$ cat src/rtl/seq_divider_pkg.sv
// Shared types and constants for the sequential non-restoring divider.
package div_pkg;

    localparam int WIDTH_DEF = 32;
    localparam int CNT_W_DEF = $clog2(WIDTH_DEF + 1);

    typedef enum logic [1:0] {
        IDLE = 2'd0,
        RUN  = 2'd1,
        FIX  = 2'd2,
        DONE = 2'd3
    } state_e;

    // Step-counter width for a given operand width.
    function automatic int cnt_w(input int width);
        return $clog2(width + 1);
    endfunction

endpackage

$ cat src/rtl/seq_divider_if.sv
// Request/response bundle between the datapath (master) and the divider (slave).
interface seq_divider_if
    import div_pkg::*;
#(
    parameter int WIDTH = WIDTH_DEF
) ();

    logic             start;
    logic             signed_op;
    logic [WIDTH-1:0] dividend;
    logic [WIDTH-1:0] divisor;
    logic             busy;
    logic             done;
    logic [WIDTH-1:0] quotient;
    logic [WIDTH-1:0] remainder;
    logic             div_by_zero;
    logic             ovf;

    modport master (
        output start, signed_op, dividend, divisor,
        input  busy, done, quotient, remainder, div_by_zero, ovf
    );

    modport slave (
        input  start, signed_op, dividend, divisor,
        output busy, done, quotient, remainder, div_by_zero, ovf
    );

endinterface

$ cat src/rtl/seq_divider_step.sv
// One non-restoring iteration: shift the partial remainder, add or subtract D by its sign.
module div_step #(
    parameter int WIDTH = 32
) (
    input  logic [WIDTH:0]   p_i,
    input  logic             q_msb_i,
    input  logic [WIDTH-1:0] d_i,
    output logic [WIDTH:0]   p_o,
    output logic             q_bit_o
);

    logic [WIDTH:0] shifted;
    logic [WIDTH:0] d_ext;

    always_comb begin
        shifted = {p_i[WIDTH-1:0], q_msb_i};
        d_ext   = {1'b0, d_i};
        p_o     = p_i[WIDTH] ? (shifted + d_ext) : (shifted - d_ext);
        q_bit_o = ~p_o[WIDTH];
    end

endmodule

$ cat src/rtl/seq_divider.sv
// Multi-cycle WIDTH-bit divider with start/busy/done handshake.
// Signed support is built only when DIV_SIGNED_EN is defined.
module seq_divider
    import div_pkg::*;
#(
    parameter int WIDTH = WIDTH_DEF
) (
    input  logic          clk,
    input  logic          rst_n,
    seq_divider_if.slave  bus
);

    localparam int CNT_W = cnt_w(WIDTH);
    localparam logic [WIDTH-1:0] MIN_VAL = {1'b1, {(WIDTH-1){1'b0}}};

    state_e           state_q, state_d;
    logic [CNT_W-1:0] cnt_q, cnt_d;
    logic [WIDTH:0]   p_q, p_d;
    logic [WIDTH-1:0] q_q, q_d;
    logic [WIDTH-1:0] d_q, d_d;
    logic             dz_q, dz_d;
    logic [WIDTH-1:0] quo_q, quo_d;
    logic [WIDTH-1:0] rem_q, rem_d;
    logic             dz_out_q, dz_out_d;

    logic [WIDTH:0]   step_p;
    logic             step_qb;
    logic             accept;
    logic [WIDTH-1:0] a_mag, b_mag;
    logic [WIDTH-1:0] rem_fix, quo_fix;

`ifdef DIV_SIGNED_EN
    logic a_neg, b_neg;
    logic qneg_q, qneg_d;
    logic rneg_q, rneg_d;
    logic ovf_pend_q, ovf_pend_d;
    logic ovf_out_q, ovf_out_d;
`else
    logic unused_signed_op;
    assign unused_signed_op = bus.signed_op;
`endif

    div_step #(.WIDTH(WIDTH)) u_step (
        .p_i     (p_q),
        .q_msb_i (q_q[WIDTH-1]),
        .d_i     (d_q),
        .p_o     (step_p),
        .q_bit_o (step_qb)
    );

    // Operand magnitudes; the algorithm itself only ever sees unsigned values.
    always_comb begin
`ifdef DIV_SIGNED_EN
        a_neg = bus.signed_op & bus.dividend[WIDTH-1];
        b_neg = bus.signed_op & bus.divisor[WIDTH-1];
        a_mag = a_neg ? -bus.dividend : bus.dividend;
        b_mag = b_neg ? -bus.divisor  : bus.divisor;
`else
        a_mag = bus.dividend;
        b_mag = bus.divisor;
`endif
    end

    // Final correction of a negative remainder, then sign application.
    always_comb begin
        rem_fix = p_q[WIDTH] ? (p_q[WIDTH-1:0] + d_q) : p_q[WIDTH-1:0];
        quo_fix = q_q;
`ifdef DIV_SIGNED_EN
        if (qneg_q) quo_fix = -quo_fix;
        if (rneg_q) rem_fix = -rem_fix;
`endif
        if (dz_q) quo_fix = '1;
    end

    assign accept = bus.start && ((state_q == IDLE) || (state_q == DONE));

    always_comb begin
        state_d  = state_q;
        cnt_d    = cnt_q;
        p_d      = p_q;
        q_d      = q_q;
        d_d      = d_q;
        dz_d     = dz_q;
        quo_d    = quo_q;
        rem_d    = rem_q;
        dz_out_d = dz_out_q;
`ifdef DIV_SIGNED_EN
        qneg_d     = qneg_q;
        rneg_d     = rneg_q;
        ovf_pend_d = ovf_pend_q;
        ovf_out_d  = ovf_out_q;
`endif
        case (state_q)
            IDLE, DONE: begin
                if (accept) begin
                    state_d = RUN;
                    p_d     = '0;
                    q_d     = a_mag;
                    d_d     = b_mag;
                    cnt_d   = CNT_W'(WIDTH);
                    dz_d    = (bus.divisor == '0);
`ifdef DIV_SIGNED_EN
                    qneg_d     = a_neg ^ b_neg;
                    rneg_d     = a_neg;
                    ovf_pend_d = bus.signed_op && (bus.dividend == MIN_VAL) &&
                                 (bus.divisor == '1);
`endif
                end else begin
                    state_d = IDLE;
                end
            end
            RUN: begin
                p_d   = step_p;
                q_d   = {q_q[WIDTH-2:0], step_qb};
                cnt_d = cnt_q - 1'b1;
                if (cnt_q == CNT_W'(1)) state_d = FIX;
            end
            FIX: begin
                state_d  = DONE;
                quo_d    = quo_fix;
                rem_d    = rem_fix;
                dz_out_d = dz_q;
`ifdef DIV_SIGNED_EN
                ovf_out_d = ovf_pend_q;
`endif
            end
            default: state_d = IDLE;
        endcase
    end

    always_ff @(posedge clk or negedge rst_n) begin
        if (!rst_n) begin
            state_q  <= IDLE;
            cnt_q    <= '0;
            p_q      <= '0;
            q_q      <= '0;
            d_q      <= '0;
            dz_q     <= 1'b0;
            quo_q    <= '0;
            rem_q    <= '0;
            dz_out_q <= 1'b0;
        end else begin
            state_q  <= state_d;
            cnt_q    <= cnt_d;
            p_q      <= p_d;
            q_q      <= q_d;
            d_q      <= d_d;
            dz_q     <= dz_d;
            quo_q    <= quo_d;
            rem_q    <= rem_d;
            dz_out_q <= dz_out_d;
        end
    end

`ifdef DIV_SIGNED_EN
    always_ff @(posedge clk or negedge rst_n) begin
        if (!rst_n) begin
            qneg_q     <= 1'b0;
            rneg_q     <= 1'b0;
            ovf_pend_q <= 1'b0;
            ovf_out_q  <= 1'b0;
        end else begin
            qneg_q     <= qneg_d;
            rneg_q     <= rneg_d;
            ovf_pend_q <= ovf_pend_d;
            ovf_out_q  <= ovf_out_d;
        end
    end
    assign bus.ovf = ovf_out_q;
`else
    assign bus.ovf = 1'b0;
`endif

    assign bus.busy        = (state_q == RUN) || (state_q == FIX);
    assign bus.done        = (state_q == DONE);
    assign bus.quotient    = quo_q;
    assign bus.remainder   = rem_q;
    assign bus.div_by_zero = dz_out_q;

endmodule

$ cat src/flat_wrapper.sv
// flat-port wrapper written by rule: the top's interface ports become plain ports
module seq_divider_flat import div_pkg::*;
#(
    parameter int WIDTH = WIDTH_DEF
)
  (clk, rst_n, bus_start, bus_signed_op, bus_dividend, bus_divisor, bus_busy, bus_done, bus_quotient, bus_remainder, bus_div_by_zero, bus_ovf);
  seq_divider_if #(.WIDTH(WIDTH)) bus_i ();
  input  logic clk;
  input  logic rst_n;
  input wire logic [$bits(bus_i.start)-1:0] bus_start;
  input wire logic [$bits(bus_i.signed_op)-1:0] bus_signed_op;
  input wire logic [$bits(bus_i.dividend)-1:0] bus_dividend;
  input wire logic [$bits(bus_i.divisor)-1:0] bus_divisor;
  output wire logic [$bits(bus_i.busy)-1:0] bus_busy;
  output wire logic [$bits(bus_i.done)-1:0] bus_done;
  output wire logic [$bits(bus_i.quotient)-1:0] bus_quotient;
  output wire logic [$bits(bus_i.remainder)-1:0] bus_remainder;
  output wire logic [$bits(bus_i.div_by_zero)-1:0] bus_div_by_zero;
  output wire logic [$bits(bus_i.ovf)-1:0] bus_ovf;
  assign bus_i.start = bus_start;
  assign bus_i.signed_op = bus_signed_op;
  assign bus_i.dividend = bus_dividend;
  assign bus_i.divisor = bus_divisor;
  assign bus_busy = bus_i.busy;
  assign bus_done = bus_i.done;
  assign bus_quotient = bus_i.quotient;
  assign bus_remainder = bus_i.remainder;
  assign bus_div_by_zero = bus_i.div_by_zero;
  assign bus_ovf = bus_i.ovf;
  seq_divider #(.WIDTH(WIDTH)) u_core (.clk(clk), .rst_n(rst_n), .bus(bus_i));
endmodule
$ cat config.mk
export PLATFORM = sky130hd
export DESIGN_NAME = seq_divider_flat
export DESIGN_NICKNAME = d
export VERILOG_FILES = /design/src/rtl/seq_divider_pkg.sv /design/src/rtl/seq_divider_if.sv /design/src/rtl/seq_divider_step.sv /design/src/rtl/seq_divider.sv /design/src/flat_wrapper.sv
export SDC_FILE = /design/constraint.sdc
export NUM_CORES = 1
export LEC_CHECK = 0
export ABC_AREA = 1
export CAP_MARGIN = 15
export CORE_AREA = 10 10 165 167
export CTS_BUF_LIST = sky130_fd_sc_hd__clkbuf_16
export DETAILED_ROUTE_END_ITERATION = 16
export DIE_AREA = 0 0 175 177
export MAX_ROUTING_LAYER = met4
export PLACE_DENSITY = 0.77
export SYNTH_ARGS = -nofsm -noshare
export SYNTH_HDL_FRONTEND = slang
export SYNTH_SLANG_ARGS = --single-unit
$ cat constraint.sdc
create_clock -name clk -period 2.8 [get_ports clk]
set_clock_uncertainty 0.2 [all_clocks]
set_input_delay 0.28 -clock clk [delete_from_list [all_inputs] [get_ports clk]]
set_output_delay 0.28 -clock clk [all_outputs]
set_load 0.005 [all_outputs]
**Yosys cells after proc, flatten, opt, wreduce, memory -nomap -nowiden**

Cells that the tools add are included.

- Flip-flop bits (word level): 171
- Input bits: 68
- Output and inout port bits: 68
- Word-level logic and storage cells: 41

- Add/subtract/negate cells: 4
- Equality and inequality tests: 6
- Muxes and demuxes: 12
- Bitwise gates (word level): 1
- Reductions and logical operators: 9

Operators by type and width:

| cell | count |
|---|---|
| $mux 32 | 3 |
| $mux 33 | 2 |
| $pmux 33 s2 | 1 |
| $pmux 32 s2 | 1 |
| $add 33x32->33 | 1 |
| $sub 33x32->33 | 1 |
| $add 32x32->32 | 1 |
| $logic_not 32->1 | 1 |
| $pmux 6 s2 | 1 |
| $eq 6x1->1 const B | 1 |
| $mux 6 | 1 |
| $pmux 2 s3 | 1 |
| $sub 6x1->6 const B | 1 |
| $eq 2x2->1 const B | 2 |
| $ne 2x1->1 const B | 2 |
| $reduce_and 2->1 | 2 |
| $eq 2x1->1 const B | 1 |
| $logic_not 2->1 | 1 |
| $logic_or 1x1->1 | 2 |
| $mux 2 | 1 |
| $reduce_bool 2->1 | 1 |
| $reduce_or 2->1 | 1 |
| $logic_and 1x1->1 | 1 |
| $mux 1 | 1 |
| $not 1->1 | 1 |

**Longest topological paths before layout**

- Depth in word-level cells: 5
- Mapped depth: 22
- Mapped depth without buffers: 22

**Hierarchy**

From an unflattened synthesis, not the netlist that was laid out.

- Cells, all modules: 1971
- Area total of the unflattened synthesis: 13022.5 sq um

Modules (own cells, without submodules):

| module | times used | cells an instance | area an instance (sq um) | seq. area each (sq um) |
|---|---|---|---|---|
| seq_divider | 1 | 1305 | 9654.3 | 4279.1 |
| div_step | 1 | 666 | 3368.2 | 0.0 |

**Worst setup path before layout**

No wires, ideal clock.

- Kind: register -> register
- Start point: register u_core.d_q[1]
- End point: register u_core.p_q[29]
- Setup time: 0.118 ns
- Arrival: 2.503 ns
- Required time: 2.482 ns
- Slack: -0.021 ns
- Cell stages (with the launch flop): 18
- Buffers on the path: 0
- Clock period less this slack: 2.821 ns
- Cells stage by stage: dfrtp_1 inv_1 ha_1 nand3_2 nor2_8 nand3_1 nand2_1 o21ai_1 xor2_1 ha_1 a21oi_1 o21ai_0 a21oi_1 nor2_1 nor2_1 nand3_1 nand3_1 nand2_1

- Longest elaborated chain between the ends: 3
- Elaborated cells between the ends (all ways): 4
- Those cells by class: add/sub (2); mux (2)

RTL lines:

| item | RTL line | RTL |
|---|---|---|
| start, declared | seq_divider.sv:20 | `logic [WIDTH-1:0] d_q, d_d;` |
| start signal, assigned | seq_divider.sv:137 | `d_q <= '0;` |
| start signal, assigned | seq_divider.sv:147 | `d_q <= d_d;` |
| $sub 33x32->33 or $add 33x32->33 (tied branches) | seq_divider_step.sv:18 | `p_o = p_i[WIDTH] ? (shifted + d_ext) : (shifted - d_ext);` |
| $mux 33 * | seq_divider_step.sv:18 |  |
| $pmux 33 s2 * | seq_divider.sv:93 | `case (state_q)` |
| end signal, assigned | seq_divider.sv:145 | `p_q <= p_d;` |
| end, declared | seq_divider.sv:18 | `logic [WIDTH:0] p_q, p_d;` |

Every way passes the cells marked *; elsewhere a longest branch is shown, timed or not.
A chain may end at the register's enable or synchronous reset.

**Worst setup path in the final report**

- Start point: register u_core.d_q[2]
- End point: register u_core.q_q[0]

- Longest elaborated chain between the ends: 4
- Elaborated cells between the ends (all ways): 5
- Those cells by class: add/sub (2); mux (2); bitwise (1)

RTL lines:

| item | RTL line | RTL |
|---|---|---|
| $sub 33x32->33 or $add 33x32->33 (tied branches) | seq_divider_step.sv:18 |  |
| $mux 33 * | seq_divider_step.sv:18 |  |
| $not 1->1 * | seq_divider_step.sv:19 | `q_bit_o = ~p_o[WIDTH];` |
| $pmux 32 s2 * | seq_divider.sv:93 |  |
| end signal, assigned | seq_divider.sv:146 | `q_q <= q_d;` |
| end, declared | seq_divider.sv:19 | `logic [WIDTH-1:0] q_q, q_d;` |

Marks and branches as above.

==> results.toml <==
[run_status]
status = "finished, violations left"
violations = "setup timing"

[critical_path]
cp_common_cell = "nand2_2"
crit_path_cell_trace = "nor3_4 > nand2_2 > nor2_4 > nand2_4 > nor2_4 > nand4_1 > nand2_2 > xor2_2 > ha_4 > nand2_2 > inv_1 > nand2_2 > nand2_2 > nand2_2 > nand2_2 > a21oi_2 > nand2_1 > nand2_1 > nand3_1 > nand2_1 > nand2_1"
path_max_fanout = 4
worst_setup_path_start_kind = "flip-flop"
crit_buf_inv = 1
critPathSlowestCell = "dfrtp_2"
criticalPathCategory = "reg2reg"
max_stage_delay_ps = 450
crit_required_ps = 2930
arrival_ps = 3430
endpoint_kind = "flip-flop"
cp_top_family = "simple AND/OR/NAND/NOR gates"

[synth]
yosys_warnings = 0
synth_top_family_by_area = "simple AND/OR/NAND/NOR gates"
syn-num-nets = 1935
ys_seq_area_frac = 0.349
muxShareOfSynthArea = 0
synth-compound-area-share = 0.136
yosysUniqueCellTypes = 55
synth-seq-cells = 171
synthFlopType = "dfrtp_1"
synth-adder-area-share = 0.0748
syn_inst = 1795
synth_area_mm2 = 0.0122
avgSynthCellArea_um2 = 6.82
async_flop_share = 1.00
synth_edf_count = 0
synth-simple-area-share = 0.310
synth-xor-area-share = 0.0329

[finish]
antenna_cells = 0
n_fill_cell = 1898
layout-drive-gt1-share = 0.223
final_area_mm2 = 0.0170
area_growth_syn_to_layout_pct = 38.9
final_nets = 2217

[clocking]
numCtsBuffers = 17
htree_num_levels = 4
clk_path_buf_depth = 2
cts_sinks = 171
clk_pin_slew_ps = 90
cts_tree = "built"
clk_latency_ps = 450
clockRootBuffer = "clkbuf_16"

[sta]
rsz0062_at_grt = "yes"
worst_slack_ps = -495
fmax_mhz = 303
worst_pin_slew_ps = 647
setup-violations-final = 29
fin_crit_ps = 3300
drv_slew = 0
timing_hold_violations_final = 0
finalCritPeriodShare = 1.18
max-slew-margin-rel = 0.569

[detailed_routing]
route.detailed.drc = 0
wl_um = 44300
num_vias = 13325
vias_per_cell = 5.52
routedWlPerCell_um = 18.4
drt_iter0_markers = 1207
drt_pre_antenna_iters = 5
final_antenna_net_count = 0

[placed_design]
place_ws_ps = -464
dp_hpwl_um = 31000
post_dp_cell_area_mm2 = 0.0149
io_buffers = 133
gp_congestion = 0.995

[pwr]
powerDensity_mw_per_mm2 = 1510
leakage_nw = 8.49
ir_worst_vdd_v = 0.000746

[die]
initial_core_util = 0.511
coreArea_mm2 = 0.0240
die-area_mm2 = 0.0310
die_x_um = 175
num_io_pins = 136
rows = 57
die-height_um = 177

[grt]
grt_max_degree = 62
grt_pass1_vias = 12769
grt_pass1_wl_um = 66800
antenna_found_initial = 0
overflow = 0
grt.total_usage = 0.277

[flow_run]
max_cap_violations = 0

[hold_path]
hp-class = "in2async"
[report_power, final]
group	internal, mW	switching (mW)
Combinational	7.80	10.7
Sequential	3.66	0.991
Clock	1.22	1.28
Total	12.7	13.0
[cell families (layout without fill, tap and decap cells)]
group / after synthesis / count (layout)
DFF: 171 / 171
buffers and inverters: 306 / 601
other: 1 / 1
xor gates and xnor gates: 46 / 46
adders and majority gates: 72 / 72
AOI/OAI and AO/OA: 290 / 290
and+or+nand+nor: 909 / 909
[routing by layer]
layer	track usage	share of wire	vias to the layer above
met5	-	0	-
met4	0.106	0.038	0
met3	0.0555	0.089	130
met2	0.442	0.47	664
met1	0.343	0.41	6240
li1	-	-	6291
[cell usage in the layout (no fill, tap or decap), types with 13 or more instances in the layout]
| cell type | synthesis | routed |
|---|---|---|
| a21oi_1 | 128 | 93 |
| nor2_4 | 4 | 23 |
| nand4_1 | 13 | 13 |
| ha_4 | 0 | 15 |
| inv_1 | 250 | 237 |
| dfrtp_1 | 171 | 169 |
| nand2_4 | 4 | 22 |
| nand2_2 | 10 | 57 |
| nor2_2 | 5 | 26 |
| xor2_1 | 36 | 29 |
| inv_2 | 6 | 18 |
| o21ai_1 | 15 | 25 |
| ha_1 | 70 | 53 |
| a21oi_2 | 1 | 26 |
| buf_6 | 1 | 15 |
| buf_4 | 1 | 158 |
| nand2_1 | 552 | 484 |
| nand3_1 | 88 | 79 |
| o21ai_0 | 85 | 60 |
| clkbuf_16 | 0 | 17 |
| clkdlybuf4s50_1 | 0 | 132 |
| nor2_1 | 191 | 151 |
| o221ai_1 | 29 | 29 |
[worst paths after layout]
path,cells past startpoint,startpoint,end,slack (ps)
setup reg to reg,21,u_core.d_q[2],u_core.q_q[0],-500
max in group asynchronous,3,rst_n,u_core.d_q[19],1380
hold reg to reg,2,u_core.bus.remainder[21],u_core.bus.remainder[21],280
min in group clk,3,bus_dividend[25],u_core.q_q[25],220
hold / removal,2,rst_n,u_core.bus.remainder[5],200
setup / recovery,21,u_core.d_q[2],u_core.q_q[0],-500
[registers in the layout, indices dropped and copies added (netlist names), 2 cells and up]
register,flops
u_core.state_q,2
u_core.q_q,32
u_core.cnt_q,6
u_core.d_q,32
u_core.bus.remainder,32
u_core.p_q,33
u_core.bus.quotient,32
[metrics by stage]
| stage | setup TNS (ps) | util | hold slack (ps) | total power [mW] | instances |
|---|---|---|---|---|---|
| 6_report | -9890 | 0.710 | 205 | 25.7 | 2414 |
| 5_1_grt | -11840 | 0.710 | 220 | 27.4 | 2414 |
| 4_1_cts | -4780 | 0.676 | 207 | 23.1 | 2395 |
| 3_5_place_dp | -7520 | 0.622 | 128 | 18.8 | 2347 |
| 3_3_place_gp | -6040 | 0.622 | 124 | 18.6 | 2347 |
| 2_1_floorplan | 0 | - | -216 | 12.8 | 1795 |
[layout make-up]
type	count	area, um2	share of cell area
Timing Repair Buffer	311	2790	0.164
Clock inverter	15	185	0.0109
Tap cell	324	405	0.0238
Multi-Input combinational cell	1318	7950	0.467
Clock buffer	17	425	0.0250
Inverter	258	976	0.0574
Sequential cell	171	4280	0.252
[cell usage after synthesis (2+ instances only)]
cell type    n  area (um2)
nand2_1    552        2070
inv_1      250         938
nor2_1     191         717
dfrtp_1    171        4280
a21oi_1    128         641
nand3_1     88         440
o21ai_0     85         425
ha_1        70         876
xor2_1      36         315
o221ai_1    29         254
clkbuf_1    24        90.1
o21ai_1     15        75.1
buf_2       13        65.1
nand4_1     13        81.3
nand2_2     10        62.6
o21bai_1    10        75.1
xnor2_1     10        87.6
nor3_1       9        45.0
buf_1        8        30.0
nand3b_1     8        60.1
inv_2        6        22.5
and2_1       5        31.3
nor2_2       5        31.3
nand2_4      4        45.0
nor2_4       4        45.0
nor4_1       4        25.0
o21a_1       4        30.0
o22ai_1      4        25.0
or2_1        4        25.0
o211ai_1     3        22.5
or2_2        3        18.8
a21o_1       2        15.0
a32o_1       2        20.0
fa_1         2        40.0
nor3_2       2        20.0
or2_0        2        12.5
[repair_timing]
| item | CTS | global route |
|---|---|---|
| endpoints found under the hold margin | 57 | 0 |
| hold buffers | 1 | 0 |
| gates resized for setup | 160 | 163 |
| setup endpoints to repair | 27 | 30 |
| setup buffers | 16 | 22 |
| pin swaps | 38 | 97 |
Note: power is estimated with default switching activity, not from simulation.
